File: config.mk
export PLATFORM = sky130hd
export DESIGN_NAME = branch_resolve_unit
export DESIGN_NICKNAME = d
export VERILOG_FILES = /design/src/rtl/branch_resolve_unit.sv
export SDC_FILE = /design/constraint.sdc
export NUM_CORES = 1
export LEC_CHECK = 0
export ABC_AREA = 1
export BUFFER_PORTS_ARGS = -buffer_cell sky130_fd_sc_hd__clkbuf_2
export CORE_AREA = 2 2 130 132
export CTS_CLUSTER_SIZE = 10
export DETAILED_ROUTE_END_ITERATION = 8
export DIE_AREA = 0 0 132 134
export MAX_ROUTING_LAYER = met4
export PLACE_DENSITY_LB_ADDON = 0.15
export SYNTH_ARGS = -nofsm -noshare
export SYNTH_HDL_FRONTEND = slang
export SYNTH_SLANG_ARGS = --single-unit
File: constraint.sdc
create_clock -name clk -period 5.4 [get_ports clk]
set_input_delay 0.81 -clock clk [delete_from_list [all_inputs] [get_ports clk]]
set_output_delay 0.81 -clock clk [all_outputs]
set_load 0.05 [all_outputs]
File: src/rtl/branch_resolve_unit.sv
// branch_resolve_unit
//   ID-stage branch/jump resolution. Compares branch operands in ID (with
//   ALU forwarding from MEM). Drives the PC next-address mux controls and
//   stalls or flushes the front end. Keeps saturating performance counters.
//
// Ports
//   clk, reset_n                  clock, async active-low reset
//   ID_*                          decoded ID instruction, operands, PC+4
//   EX_* / MEM_*                  producer info used for hazard and forwarding
//   beq_mux, bne_mux, ID_Jump     taken redirects (combinational)
//   ID_target, ID_Jaddress        branch / jump targets (combinational)
//   PC_write, IF_ID_write         0 freezes PC and IF/ID
//   IF_ID_flush, ID_EX_bubble     kill wrong-path fetch / insert NOP
//   branch_cnt, taken_cnt, stall_cnt   16-bit saturating counters

// Per-source-operand hazard detection and operand forwarding.
// This module is instantiated once for rs and once for rt.
module branch_resolve_src (
  input  logic [4:0]  src,
  input  logic [31:0] rf_data,
  input  logic        EX_RegWrite,
  input  logic        EX_MemRead,
  input  logic [4:0]  EX_rd,
  input  logic        MEM_RegWrite,
  input  logic        MEM_MemRead,
  input  logic [4:0]  MEM_rd,
  input  logic [31:0] MEM_alu_result,
  output logic        ex_alu_hit,
  output logic        ex_load_hit,
  output logic        mem_load_hit,
  output logic [31:0] opnd
);
  logic ex_match, mem_match;

  // $0 is hardwired, so a producer writing $0 never creates a dependency.
  assign ex_match     = (src != 5'd0) && (src == EX_rd)  && EX_RegWrite;
  assign mem_match    = (src != 5'd0) && (src == MEM_rd) && MEM_RegWrite;
  assign ex_alu_hit   = ex_match & ~EX_MemRead;
  assign ex_load_hit  = ex_match &  EX_MemRead;
  assign mem_load_hit = mem_match & MEM_MemRead;

  // The register file writes in the first half-cycle, so WB needs no bypass.
  assign opnd = (mem_match && !MEM_MemRead) ? MEM_alu_result : rf_data;
endmodule

module branch_resolve_unit (
  input  logic        clk,
  input  logic        reset_n,
  input  logic        ID_valid,
  input  logic        ID_Branch_eq,
  input  logic        ID_Branch_ne,
  input  logic        ID_J,
  input  logic [31:0] ID_PC_plus4,
  input  logic [31:0] ID_imm,
  input  logic [25:0] ID_instr_index,
  input  logic [4:0]  ID_rs,
  input  logic [4:0]  ID_rt,
  input  logic [31:0] ID_rs_data,
  input  logic [31:0] ID_rt_data,
  input  logic        EX_RegWrite,
  input  logic        EX_MemRead,
  input  logic [4:0]  EX_rd,
  input  logic        MEM_RegWrite,
  input  logic        MEM_MemRead,
  input  logic [4:0]  MEM_rd,
  input  logic [31:0] MEM_alu_result,
  output logic        beq_mux,
  output logic        bne_mux,
  output logic        ID_Jump,
  output logic [31:0] ID_target,
  output logic [31:0] ID_Jaddress,
  output logic        PC_write,
  output logic        IF_ID_write,
  output logic        IF_ID_flush,
  output logic        ID_EX_bubble,
  output logic [15:0] branch_cnt,
  output logic [15:0] taken_cnt,
  output logic [15:0] stall_cnt
);
  localparam int NSRC = 2;

  localparam logic [0:0] S_RESOLVE = 1'b0;
  localparam logic [0:0] S_HOLD    = 1'b1;

  logic [0:0] state;
  logic [1:0] hold;

  // Index 0 is rs and index 1 is rt.
  logic [NSRC-1:0][4:0]  src;
  logic [NSRC-1:0][31:0] rf_data;
  logic [NSRC-1:0][31:0] opnd;
  logic [NSRC-1:0]       ex_alu_hit, ex_load_hit, mem_load_hit;

  assign src     = {ID_rt, ID_rs};
  assign rf_data = {ID_rt_data, ID_rs_data};

  genvar g;
  generate
    for (g = 0; g < NSRC; g++) begin : g_src
      branch_resolve_src u_src (
        .src            (src[g]),
        .rf_data        (rf_data[g]),
        .EX_RegWrite    (EX_RegWrite),
        .EX_MemRead     (EX_MemRead),
        .EX_rd          (EX_rd),
        .MEM_RegWrite   (MEM_RegWrite),
        .MEM_MemRead    (MEM_MemRead),
        .MEM_rd         (MEM_rd),
        .MEM_alu_result (MEM_alu_result),
        .ex_alu_hit     (ex_alu_hit[g]),
        .ex_load_hit    (ex_load_hit[g]),
        .mem_load_hit   (mem_load_hit[g]),
        .opnd           (opnd[g])
      );
    end
  endgenerate

  // Targets are computed every cycle, whether or not they are used.
  assign ID_target   = ID_PC_plus4 + {ID_imm[29:0], 2'b00};
  assign ID_Jaddress = {ID_PC_plus4[31:28], ID_instr_index, 2'b00};

  // When a branch flag is set, it takes priority over J.
  // When both branch flags are set, the instruction resolves as beq.
  logic any_br, branch_v, jump_v;
  assign any_br   = ID_Branch_eq | ID_Branch_ne;
  assign branch_v = ID_valid & any_br;
  assign jump_v   = ID_valid & ID_J & ~any_br;

  // Stall cycles still required before the branch operands are usable.
  // An EX producer is younger than a MEM producer, so an EX match decides
  // the count first.
  logic [1:0] need;
  always_comb begin
    need = 2'd0;
    if (|ex_load_hit)
      need = 2'd2;
    else if (|ex_alu_hit || |mem_load_hit)
      need = 2'd1;
  end

  logic in_resolve, stall, resolve, opnd_eq;
  assign in_resolve = (state == S_RESOLVE);
  assign stall      = !in_resolve || (branch_v && need != 2'd0);
  assign resolve    = in_resolve && branch_v && need == 2'd0;
  assign opnd_eq    = (opnd[0] == opnd[1]);

  assign beq_mux      = resolve && ID_Branch_eq && opnd_eq;
  assign bne_mux      = resolve && !ID_Branch_eq && ID_Branch_ne && !opnd_eq;
  assign ID_Jump      = in_resolve && jump_v;
  assign IF_ID_flush  = beq_mux | bne_mux | ID_Jump;
  assign PC_write     = ~stall;
  assign IF_ID_write  = ~stall;
  assign ID_EX_bubble = stall;

  // A stall with one cycle needed stays in RESOLVE and re-evaluates
  // the hazard, because the producer has moved down the pipe by then.
  // HOLD covers the additional load-use cycles and ignores the ID inputs.
  always_ff @(posedge clk or negedge reset_n) begin
    if (!reset_n) begin
      state <= S_RESOLVE;
      hold  <= 2'd0;
    end else if (in_resolve) begin
      if (branch_v && need != 2'd0) begin
        hold  <= need - 2'd1;
        state <= (need > 2'd1) ? S_HOLD : S_RESOLVE;
      end
    end else begin
      hold <= (hold != 2'd0) ? hold - 2'd1 : 2'd0;
      if (hold <= 2'd1)
        state <= S_RESOLVE;
    end
  end

  function automatic logic [15:0] sat_inc(input logic [15:0] c, input logic en);
    return (en && c != 16'hFFFF) ? c + 16'd1 : c;
  endfunction

  always_ff @(posedge clk or negedge reset_n) begin
    if (!reset_n) begin
      branch_cnt <= '0;
      taken_cnt  <= '0;
      stall_cnt  <= '0;
    end else begin
      branch_cnt <= sat_inc(branch_cnt, resolve);
      taken_cnt  <= sat_inc(taken_cnt, IF_ID_flush);
      stall_cnt  <= sat_inc(stall_cnt, stall);
    end
  end
endmodule

==> run_results.csv <==
group,metric,value,unit
global_route,grt_overflow,0,
global_route,busiest_layer,"met2",
yosys,yosysSeqAreaShare,16.9,%
routing,wl,22.4,mm
routing,wl_per_cell,12.8,µm
clock_tree,clock_path_buffers,2,
sta,fin_setup_tns,0,ns
yosys,yosysWarnings,0,
sta,hold_ws,0.499,ns
global_route,grt_pass1_vias,7992,
setup_path,path_cells,"clkbuf_2 > ha_1 > inv_1 > fa_1 > o21ai_1 > a21oi_1 > o21ai_1 > a21oi_1 > o21ai_1 > a21oi_1 > o21ai_1 > nand3_1 > nand2_1 > nand2_1 > nand2_1 > clkbuf_2",
clock_tree,insertion_delay,0.29,ns
sta,final-hold-violation-count,0,
routing,firstDrtPassIters,4,
yosys,synth_edf_count,0,
floorplan,die_h,134,µm
layout,area_growth,18.4,%
layout,fin_area,8920,µm²
setup_path,crit_family,"compound AO/OA/AOI/OAI gates",
global_route,gr-usage-met1,32.4,%
clock_tree,hold_buffers,0,
global_route,grt_pass1_wl,37.2,mm
sta,maxSlewViolCount,0,
global_route,grt_use_met3,3.21,%
setup_path,max_stage_delay,0.39,ns
placed_design,dp_slack,1.07,ns
run,cap_violations,0,
floorplan,fp.coreArea,16300,µm²
setup_path,worstPathArrival,3.56,ns
layout,layout.nets,1779,
setup_path,cp_slowest_cell,"fa_1",
sta,period_minus_slack,4.37,ns
clock_tree,htree_levels,2,
routing,drt_iter0_markers,497,
clock_tree,cts_tree,"done",
layout,multiInputGateArea,5030,µm²
floorplan,ios,335,
power_and_ir_drop,total_power,1.88,mW
setup_path,worst-endpoint-required,4.59,ns
sta,fin_ws,1.03,ns
power_and_ir_drop,vdd_drop_max,0.159,mV
setup_path,cp-end-kind,"primary output",
sta,fmax,0.229,GHz
layout,n_antenna_cell,0,
setup_path,start_kind,"input port",
routing,viasPerCell,4.98,
yosys,synth_seq_cells,51,
clock_tree,cts_root_buf,"clkbuf_16",
layout,nFillCells,1736,
floorplan,dieArea,17700,µm²
yosys,synth_cell_types,42,
sta,period_share,80.9,%
floorplan,initial_core_util,46.3,%
sta,rsz0062_at_grt,"false",
power_and_ir_drop,power_density,211,nW/µm²
global_route,antenna_found_initial,0,
clock_tree,post_cts_buffers,0,
yosys,netlist_area,7540,µm²
routing,routed-via-count,8714,
floorplan,die_w,132,µm
clock_tree,cts_made_buffers,5,
placed_design,dpl.cell_count,1743,
layout,fin_cells,1751,
placed_design,dp_hpwl,17.6,mm
outcome,outcome,"completed",
global_route,met2_usage,44.2,%
clock_tree,clock-sinks,51,
sta,skew,0.00846,ns
global_route,grt_usage,25.6,%
layout,fin_util,54.8,%
placed_design,dpl_cell_area,8780,µm²
routing,ant_nets,0,
sta,slew_headroom,52.5,%
min_path,hold_path_class,"flop to flop",
layout,drive_above_1_share,20.8,%
sta,setup_viol,0,
layout,seq_area,1280,µm²
power_and_ir_drop,power_leakage,5.46,nW
routing,drc_errors,0,
sta,tightest_slew,0.710,ns
setup_path,worstSetupPathType,"input port to primary output",
setup_path,crit_top_cell,"o21ai_1",
clock_tree,clkSlewWorstSetupHoldPaths,0.06,ns
yosys,async_flop_share,100,%
floorplan,core.rowCount,47,
yosys,synth_area_per_cell,5.70,µm²
yosys,syn-instance-count,1322,
clock_tree,post_cts_resized,0,
placed_design,port-buffer-count,274,
global_route,grt_max_degree,70,
setup_path,path_buf_inv,3,
setup_path,path_max_fanout,4,
placed_design,gp_congestion,0.891,
yosys,synth_ff_type,"dfrtp_1",
## path summary, 6_finish.rpt
kind                                 from       endpoint  slack, ns  cells past startpoint
max reg2reg                  taken_cnt[1]   taken_cnt[5]       2.88                      9
max in group asynchronous         reset_n  stall_cnt[15]       4.32                      2
min in group asynchronous         reset_n   taken_cnt[7]       0.63                      2
min reg2reg                       hold[1]        hold[1]       0.50                      2
min                               hold[1]        hold[1]       0.50                      2
max                        ID_PC_plus4[2]  ID_target[26]       1.03                     16
## metal layers
metal,wire (µm),share of wire (%)
met5,0,0
met4,364,1.6
met3,1280,5.7
met2,10800,48
met1,9980,45
## sequential cells by signal, indices dropped and copies added, names as in the netlist
name        flops
branch_cnt     16
taken_cnt      16
stall_cnt      16
hold            2
state           1
## cell type report
type	count	share of cell area, %
well taps	220	3.08
repair buffers	283	16.4
clock inverters	2	0.140
flip-flops and latches	51	14.3
clock buffers	6	1.44
multi-input cells	992	56.3
inverters	197	8.29
## synthesized netlist by cell type, types with 7 or more instances
master / n / share of area (%)
nand2_1: 524 / 26
inv_1: 182 / 9.1
nand4_1: 116 / 9.6
nor2_1: 70 / 3.5
dfrtp_1: 51 / 17
xor2_1: 49 / 5.7
nand3_1: 45 / 3.0
buf_4: 39 / 3.9
a21oi_1: 32 / 2.1
ha_1: 32 / 5.3
xnor2_1: 27 / 3.1
buf_2: 26 / 1.7
o21ai_0: 20 / 1.3
o21ai_1: 15 / 1.0
clkbuf_1: 14 / 0.70
nor3_1: 13 / 0.86
inv_2: 8 / 0.40
nor4_1: 8 / 0.66
clkinv_1: 7 / 0.35
## cells in the final DEF, fill, tap and decap left out, drive strengths merged
cell and count:
xor2 49, or2 2, a31oi 3, a21oi 32, o21a 4, a221oi 1
nor3 14, o211ai 1, nand2 528, ha 32, nor2 78, a21o 1
nand4 116, xnor2 27, o21ai 35, nand3 48, o311ai 1, fa 1
o21bai 2, clkinv 7, a211oi 1, buf 10, o221a 1, nor3b 1
o41ai 1, nor4 8, dfrtp 51, inv 191, a21boi 1, o31ai 2
clkinvlp 1, clkbuf 279, conb 2
## cells by family (layout without fill, tap and decap cells)
family	Yosys count	in the layout	synth area share, %
AOI/OAI and AO/OA	86	86	6.39
xor gates and xnor gates	76	76	8.83
adders and majority gates	33	33	5.58
buffers and inverters	280	488	16.4
DFF	51	51	16.9
other	1	2	0.0498
and+or+nand+nor	795	795	45.8
## worst min-delay path, stage by stage (launching register included)
cell,delay [ns]
dfrtp_1,0.35
nand2_1,0.05
o21ai_0,0.06
## where the power goes
part	switching, mW	internal [mW]	total, mW
Sequential	0.0691	0.436	0.505
Clock	0.141	0.171	0.312
Combinational	0.770	0.293	1.06
Total	0.980	0.901	1.88
No activity file was read; power rests on OpenSTA's default activity.
